--- config.mk ---
export PLATFORM = sky130hd
export DESIGN_NAME = button_conditioner_flat
export DESIGN_NICKNAME = d
export VERILOG_FILES = /design/src/rtl/button_conditioner_pkg.sv /design/src/rtl/button_conditioner_if.sv /design/src/rtl/button_conditioner_channel.sv /design/src/rtl/button_conditioner.sv /design/src/flat_wrapper.sv
export SDC_FILE = /design/constraint.sdc
export NUM_CORES = 1
export LEC_CHECK = 0
export ABC_CLOCK_PERIOD_IN_PS = 3700
export BUFFER_PORTS_ARGS = -buffer_cell sky130_fd_sc_hd__buf_2
export CELL_PAD_IN_SITES_DETAIL_PLACEMENT = 1
export CELL_PAD_IN_SITES_GLOBAL_PLACEMENT = 1
export CORE_MARGIN = 1.5
export CORE_UTILIZATION = 45
export CTS_CLUSTER_DIAMETER = 120
export CTS_CLUSTER_SIZE = 40
export DETAILED_ROUTE_END_ITERATION = 16
export GPL_TIMING_DRIVEN = 0
export HOLD_SLACK_MARGIN = 0.12
export PLACE_DENSITY_LB_ADDON = 0.3
export REMOVE_ABC_BUFFERS = 1
export SLEW_MARGIN = 0
export SYNTH_ARGS = -nofsm -noshare
export SYNTH_HDL_FRONTEND = slang
export SYNTH_SLANG_ARGS = --single-unit
export TNS_END_PERCENT = 10
--- constraint.sdc ---
create_clock -name clk -period 3.7 [get_ports clk]
set_clock_uncertainty 0.15 [all_clocks]
set_input_delay 0.74 -clock clk [delete_from_list [all_inputs] [get_ports clk]]
set_output_delay 0.74 -clock clk [all_outputs]
set_load 0.005 [all_outputs]
--- src/rtl/button_conditioner_pkg.sv ---
// Shared types and default timing constants for the push-button front end.
package button_pkg;

  typedef enum logic [1:0] {
    IDLE,
    PRESS_WAIT,
    PRESSED,
    RELEASE_WAIT
  } btn_state_t;

  // 10 ms debounce, 500 ms first repeat, 100 ms repeat period at 50 MHz
  localparam int DB_CYCLES_DEF     = 500000;
  localparam int REPEAT_DELAY_DEF  = 25000000;
  localparam int REPEAT_PERIOD_DEF = 5000000;

  function automatic int max3(input int a, input int b, input int c);
    int m;
    m = (a > b) ? a : b;
    m = (m > c) ? m : c;
    return m;
  endfunction

endpackage

--- src/rtl/button_conditioner_if.sv ---
// Button-side bundle: raw active-low keys in, cleaned levels, strobes and FSM state out.
interface button_conditioner_if;
  import button_pkg::*;

  // No handshake: *_pulse are single-cycle strobes with no ready/backpressure,
  // *_clean_n are registered levels, *_state mirror each channel's FSM.
  logic       btn_decrement;
  logic       btn_reset;
  logic       dec_clean_n;
  logic       rst_clean_n;
  logic       dec_pulse;
  logic       rst_pulse;
  btn_state_t dec_state;
  btn_state_t rst_state;

  modport master (
    output btn_decrement, btn_reset,
    input  dec_clean_n, rst_clean_n, dec_pulse, rst_pulse, dec_state, rst_state
  );

  modport slave (
    input  btn_decrement, btn_reset,
    output dec_clean_n, rst_clean_n, dec_pulse, rst_pulse, dec_state, rst_state
  );

endinterface

--- src/rtl/button_conditioner_channel.sv ---
// One key: 2-FF synchronizer, debounce FSM, optional hold-to-repeat strobes.
module debounce_channel
  import button_pkg::*;
#(
  parameter int DB_CYCLES     = DB_CYCLES_DEF,
  parameter int REPEAT_DELAY  = REPEAT_DELAY_DEF,
  parameter int REPEAT_PERIOD = REPEAT_PERIOD_DEF,
  parameter bit REPEAT_EN     = 1'b0
) (
  input  logic       clk,
  input  logic       rst,
  input  logic       btn_raw,
  output logic       clean_n,
  output logic       pulse,
  output btn_state_t state_dbg
);

  localparam int CNT_W = $clog2(max3(DB_CYCLES, REPEAT_DELAY, REPEAT_PERIOD) + 1);
  localparam logic [CNT_W-1:0] DB_LAST    = CNT_W'(DB_CYCLES - 1);
  localparam logic [CNT_W-1:0] REP_TOP    = CNT_W'(REPEAT_DELAY);
  localparam logic [CNT_W-1:0] REP_RELOAD = CNT_W'(REPEAT_DELAY - REPEAT_PERIOD);

  logic             s1, s2;
  btn_state_t       state, state_n;
  logic [CNT_W-1:0] db_cnt, db_cnt_n;
  logic [CNT_W-1:0] rep_cnt, rep_cnt_n, rep_next;
  logic             pulse_n;

  always_ff @(posedge clk) begin
    if (!rst) begin
      s1      <= 1'b1;
      s2      <= 1'b1;
      state   <= IDLE;
      db_cnt  <= '0;
      rep_cnt <= '0;
      pulse   <= 1'b0;
      clean_n <= 1'b1;
    end else begin
      s1      <= btn_raw;
      s2      <= s1;
      state   <= state_n;
      db_cnt  <= db_cnt_n;
      rep_cnt <= rep_cnt_n;
      pulse   <= pulse_n;
      clean_n <= !(state_n == PRESSED || state_n == RELEASE_WAIT);
    end
  end

  always_comb begin
    state_n   = state;
    db_cnt_n  = db_cnt;
    rep_cnt_n = rep_cnt;
    pulse_n   = 1'b0;
    rep_next  = (rep_cnt == REP_TOP) ? REP_TOP : rep_cnt + CNT_W'(1);
    unique case (state)
      IDLE: begin
        if (!s2) begin
          state_n  = PRESS_WAIT;
          db_cnt_n = '0;
        end
      end
      PRESS_WAIT: begin
        if (s2) begin
          state_n = IDLE;
        end else if (db_cnt == DB_LAST) begin
          state_n   = PRESSED;
          pulse_n   = 1'b1;
          rep_cnt_n = '0;
        end else begin
          db_cnt_n = db_cnt + CNT_W'(1);
        end
      end
      PRESSED: begin
        // The leaving cycle still counts as held; a repeat that lands on it
        // is parked at REP_TOP and fires on return from a release glitch.
        if (s2) begin
          state_n   = RELEASE_WAIT;
          db_cnt_n  = '0;
          rep_cnt_n = rep_next;
        end else if (REPEAT_EN && rep_next == REP_TOP) begin
          pulse_n   = 1'b1;
          rep_cnt_n = REP_RELOAD;
        end else begin
          rep_cnt_n = rep_next;
        end
      end
      RELEASE_WAIT: begin
        if (!s2) begin
          state_n = PRESSED;
          if (REPEAT_EN && rep_cnt == REP_TOP) begin
            pulse_n   = 1'b1;
            rep_cnt_n = REP_RELOAD;
          end
        end else if (db_cnt == DB_LAST) begin
          state_n = IDLE;
        end else begin
          db_cnt_n = db_cnt + CNT_W'(1);
        end
      end
      default: state_n = IDLE;
    endcase
  end

  assign state_dbg = state;

endmodule

--- src/rtl/button_conditioner.sv ---
// Two independent key channels feeding the down-counter: decrement (with repeat) and reset.
module button_conditioner
  import button_pkg::*;
#(
  parameter int DB_CYCLES     = DB_CYCLES_DEF,
  parameter int REPEAT_DELAY  = REPEAT_DELAY_DEF,
  parameter int REPEAT_PERIOD = REPEAT_PERIOD_DEF
) (
  input logic                 clk,
  input logic                 rst,
  button_conditioner_if.slave bus
);

  debounce_channel #(
    .DB_CYCLES    (DB_CYCLES),
    .REPEAT_DELAY (REPEAT_DELAY),
    .REPEAT_PERIOD(REPEAT_PERIOD),
    .REPEAT_EN    (1'b1)
  ) u_dec (
    .clk      (clk),
    .rst      (rst),
    .btn_raw  (bus.btn_decrement),
    .clean_n  (bus.dec_clean_n),
    .pulse    (bus.dec_pulse),
    .state_dbg(bus.dec_state)
  );

  debounce_channel #(
    .DB_CYCLES    (DB_CYCLES),
    .REPEAT_DELAY (REPEAT_DELAY),
    .REPEAT_PERIOD(REPEAT_PERIOD),
    .REPEAT_EN    (1'b0)
  ) u_rst (
    .clk      (clk),
    .rst      (rst),
    .btn_raw  (bus.btn_reset),
    .clean_n  (bus.rst_clean_n),
    .pulse    (bus.rst_pulse),
    .state_dbg(bus.rst_state)
  );

endmodule

--- src/flat_wrapper.sv ---
// flat-port wrapper written by rule: the top's interface ports become plain ports
module button_conditioner_flat import button_pkg::*;
#(
  parameter int DB_CYCLES     = DB_CYCLES_DEF,
  parameter int REPEAT_DELAY  = REPEAT_DELAY_DEF,
  parameter int REPEAT_PERIOD = REPEAT_PERIOD_DEF
)
  (clk, rst, bus_btn_decrement, bus_btn_reset, bus_dec_clean_n, bus_rst_clean_n, bus_dec_pulse, bus_rst_pulse, bus_dec_state, bus_rst_state);
  button_conditioner_if bus_i ();
  input logic clk;
  input logic rst;
  input wire logic [$bits(bus_i.btn_decrement)-1:0] bus_btn_decrement;
  input wire logic [$bits(bus_i.btn_reset)-1:0] bus_btn_reset;
  output wire logic [$bits(bus_i.dec_clean_n)-1:0] bus_dec_clean_n;
  output wire logic [$bits(bus_i.rst_clean_n)-1:0] bus_rst_clean_n;
  output wire logic [$bits(bus_i.dec_pulse)-1:0] bus_dec_pulse;
  output wire logic [$bits(bus_i.rst_pulse)-1:0] bus_rst_pulse;
  output wire logic [$bits(bus_i.dec_state)-1:0] bus_dec_state;
  output wire logic [$bits(bus_i.rst_state)-1:0] bus_rst_state;
  assign bus_i.btn_decrement = bus_btn_decrement;
  assign bus_i.btn_reset = bus_btn_reset;
  assign bus_dec_clean_n = bus_i.dec_clean_n;
  assign bus_rst_clean_n = bus_i.rst_clean_n;
  assign bus_dec_pulse = bus_i.dec_pulse;
  assign bus_rst_pulse = bus_i.rst_pulse;
  assign bus_dec_state = bus_i.dec_state;
  assign bus_rst_state = bus_i.rst_state;
  button_conditioner #(.DB_CYCLES(DB_CYCLES), .REPEAT_DELAY(REPEAT_DELAY), .REPEAT_PERIOD(REPEAT_PERIOD)) u_core (.clk(clk), .rst(rst), .bus(bus_i));
endmodule
==> results.sh <==
export IMPL_power_density_nw_per_um2=346.4
export IMPL_required_ns=3.82
export IMPL_pre_cts_slack_ns=0.1004
export IMPL_syn_inst=560
export IMPL_regArea_um2=1742
export IMPL_slew_viol_final=0
export IMPL_antenna_found_initial=0
export IMPL_synth_top_area_share_pct=38.10
export IMPL_start_util_pct=46.56
export IMPL_synthArstFlopShare_pct=0
export IMPL_yosysWarnings=0
export IMPL_drive_gt1_share_pct=8.571
export IMPL_drc=0
export IMPL_grt_pass1_wl_mm=20.04
export IMPL_dieHeight_um=103.8
export IMPL_ios=12
export IMPL_h_tree_depth=3
export IMPL_grt_setup_unrepaired="no"
export IMPL_final_antenna_net_count=0
export IMPL_vias=4089
export IMPL_setup_violations=0
export IMPL_status="completed"
export IMPL_insertion_delay_ns=0.37
export IMPL_clock_root_buffer="clkbuf_8"
export IMPL_syn_cell_area_um2=4572
export IMPL_placed_area_um2=4678
export IMPL_met1_usage_pct=30.98
export IMPL_synth_xor_area_share_pct=9.387
export IMPL_wirelength_mm=11.73
export IMPL_synthAdderAreaFrac_pct=1.095
export IMPL_grt_ovfl_total=0
export IMPL_numPortBuffers=11
export IMPL_dpl_hpwl_mm=8.305
export IMPL_tightest_slew_ns=0.9556
export IMPL_grt_pass1_vias=4081
export IMPL_yosysTopAreaCell="dfxtp_1"
export IMPL_crit_path_max_incr_delay_ns=0.52
export IMPL_synth_distinct_cells=64
export IMPL_layout_commonest_cell="dfxtp_1"
export IMPL_ir_drop_mv=0.2045
export IMPL_critPathSlowestCell="nor4b_1"
export IMPL_fin_setup_tns_ns=0
export IMPL_p_leak_nw=1.753
export IMPL_synth_main_ff_cell="dfxtp_1"
export IMPL_fillers=1224
export IMPL_clock_fmax_mhz=302.2
export IMPL_grt_util_met2_pct=36.67
export IMPL_final_cell_mix="87 x dfxtp_1, 78 x nor2_1, 41 x nand2_1, 34 x xor2_1"
export IMPL_die_area_um2=10770
export IMPL_cp_start_kind="flop"
export IMPL_finalHoldViolations=0
export IMPL_core_area_um2=9819
export IMPL_synth_area_leaders="dfxtp_1 38%, xor2_1 6.5%, nor2_1 6.4%, nand4_1 3.4%, nand2_1 3.4%"
export IMPL_cts_tree="built"
export IMPL_place_gp_congestion=0.9118
export IMPL_track_usage_pct=22.58
export IMPL_cts_sinks=87
export IMPL_path_cells="inv_1, ha_1, nor4b_1, nand4_1, o32ai_1, nand4b_1, nor4_4, nor2_2, a221o_1"
export IMPL_cp_arrival_ns=3.43
export IMPL_synth_simple_area_share_pct=33.42
export IMPL_finalCriticalPeriod_ns=3.309
export IMPL_nNetsFinal=563
export IMPL_drt_iter0_markers=178
export IMPL_cts_hold_buf=0
export IMPL_period_share_pct=89.44
export IMPL_synth_top_family_by_area="simple AND/OR/NAND/NOR gates"
export IMPL_busiest_layer="met2"
export IMPL_cts_made_buffers=9
export IMPL_critPathKind="flop to flop"
export IMPL_end_kind="flop"
export IMPL_ys_ff_latch=87
export IMPL_setup_slack_ns=0.3907
export IMPL_hp_class="flop to flop"
export IMPL_seq_area_frac_synth_pct=38.10
export IMPL_synth_edf_count=0
export IMPL_synth_compound_area_share_pct=14.09
export IMPL_clock_path_buffers=2
export IMPL_vias_per_cell=5.900
export IMPL_cap_violations=0
export IMPL_clkTransAtPathRegs_ns=0.10
export IMPL_slew_headroom_pct=36.09
export IMPL_postSynthAreaPerCell_um2=8.164
export IMPL_fin_util_pct=49.95
export IMPL_n_antenna_cell=0
export IMPL_rows=36
export IMPL_first_pass_iters=4
export IMPL_die_w_um=103.8
export IMPL_timing_hold_ws_ns=0.2887
export IMPL_post_drt_wl_per_cell_um=16.93
export IMPL_fin_area_um2=4905
export IMPL_multi_input_area_um2=2684
export IMPL_grt_max_degree=25
export IMPL_synthMuxAreaShare_pct=0.4379
export IMPL_area_growth_pct=7.280
export IMPL_crit_fanout=9
export IMPL_met3_usage_pct=3.461
## critical path: cells and delay by family, from the launching register on
family                   cells  cell delay, ns
AO/OA/AOI/OAI                2            0.65
flip-flops                   1            0.41
buffers and inverters        1            0.12
adder cells (fa/ha/maj)      1            0.14
AND/OR/NAND/NOR              5            1.75
## power by group
part / switching (W) / leakage (nW) / total, W / internal (W)
Sequential: 0.00000426 / 0.702 / 0.000943 / 0.000939
Clock: 0.000382 / 0.105 / 0.000723 / 0.000341
Combinational: 0.0000258 / 0.946 / 0.0000327 / 0.00000689
Total: 0.000412 / 1.75 / 0.00170 / 0.00129
## kinds of logic (layout without fill, tap and decap cells)
kind of cell	Yosys count	count (layout)
xor gates and xnor gates	49	49
muxes	2	2
and+or+nand+nor	280	280
DFF	87	87
AOI/OAI and AO/OA	100	100
adders and majority gates	4	4
buffers and inverters	38	38
## per-stage QoR
stage / power, W / instances
6_report: 0.001699 / 693
4_1_cts: 0.001713 / 692
2_1_floorplan: 0.0009823 / 532
5_1_grt: 0.001756 / 693
3_5_place_dp: 0.0009973 / 676
3_3_place_gp: 0.0009960 / 676
## path summary, 6_finish.rpt
kind / from / end / slack (ns) / cells past startpoint
worst min-delay path: u_core.u_rst.s1 / u_core.u_rst.s2 / 0.29 / 1
worst min register to register: u_core.u_rst.s1 / u_core.u_rst.s2 / 0.29 / 1
worst max register to register: u_core.u_dec.rep_cnt[0] / u_core.u_dec.rep_cnt[12] / 0.39 / 9
worst max-delay path: u_core.u_dec.rep_cnt[0] / u_core.u_dec.rep_cnt[12] / 0.39 / 9
## cell usage after synthesis, drive strengths merged (4+ instances only)
library cell / count
a211oi: 4
a21oi: 29
a31oi: 9
and2: 11
and3: 21
and4: 9
buf: 8
clkbuf: 20
dfxtp: 87
ha: 4
inv: 10
nand2: 41
nand2b: 7
nand3: 28
nand4: 26
nor2: 79
nor2b: 4
nor3: 11
nor3b: 4
nor4: 11
nor4b: 5
o21a: 4
o21ai: 29
o22ai: 4
or3: 8
or4: 5
xnor2: 15
xor2: 34
## layout make-up
type / count / area share [%]
multi-input cells: 435 / 54.72
flip-flops and latches: 87 / 35.51
well taps: 133 / 3.393
clock buffers: 10 / 2.806
clock inverters: 6 / 1.531
repair buffers: 12 / 1.276
inverters: 10 / 0.7653
## metal layers
metal  up-vias  wire length (um)
met1      2027              5652
met2        55              5610
met3        10               344
met4         0               125
li1       1997                 -
met5         -                 0
## sequential cells by signal, indices dropped and copies added (netlist names)
name and count:
u_core.u_rst.db_cnt 25, u_core.u_dec.clean_n 1, u_core.u_dec.rep_cnt 25, u_core.u_rst.pulse 1
u_core.u_dec.s1 1, u_core.u_rst.state_dbg 2, u_core.u_dec.pulse 1, u_core.u_dec.db_cnt 25
u_core.u_dec.s2 1, u_core.u_rst.clean_n 1, u_core.u_rst.s1 1, u_core.u_dec.state_dbg 2
u_core.u_rst.s2 1
## timing repair
item	in CTS	in global routing
endpoints found under the setup margin	0	8
gates resized for setup	0	1
buffers inserted	0	1
Note: power is estimated with default switching activity, not from simulation.
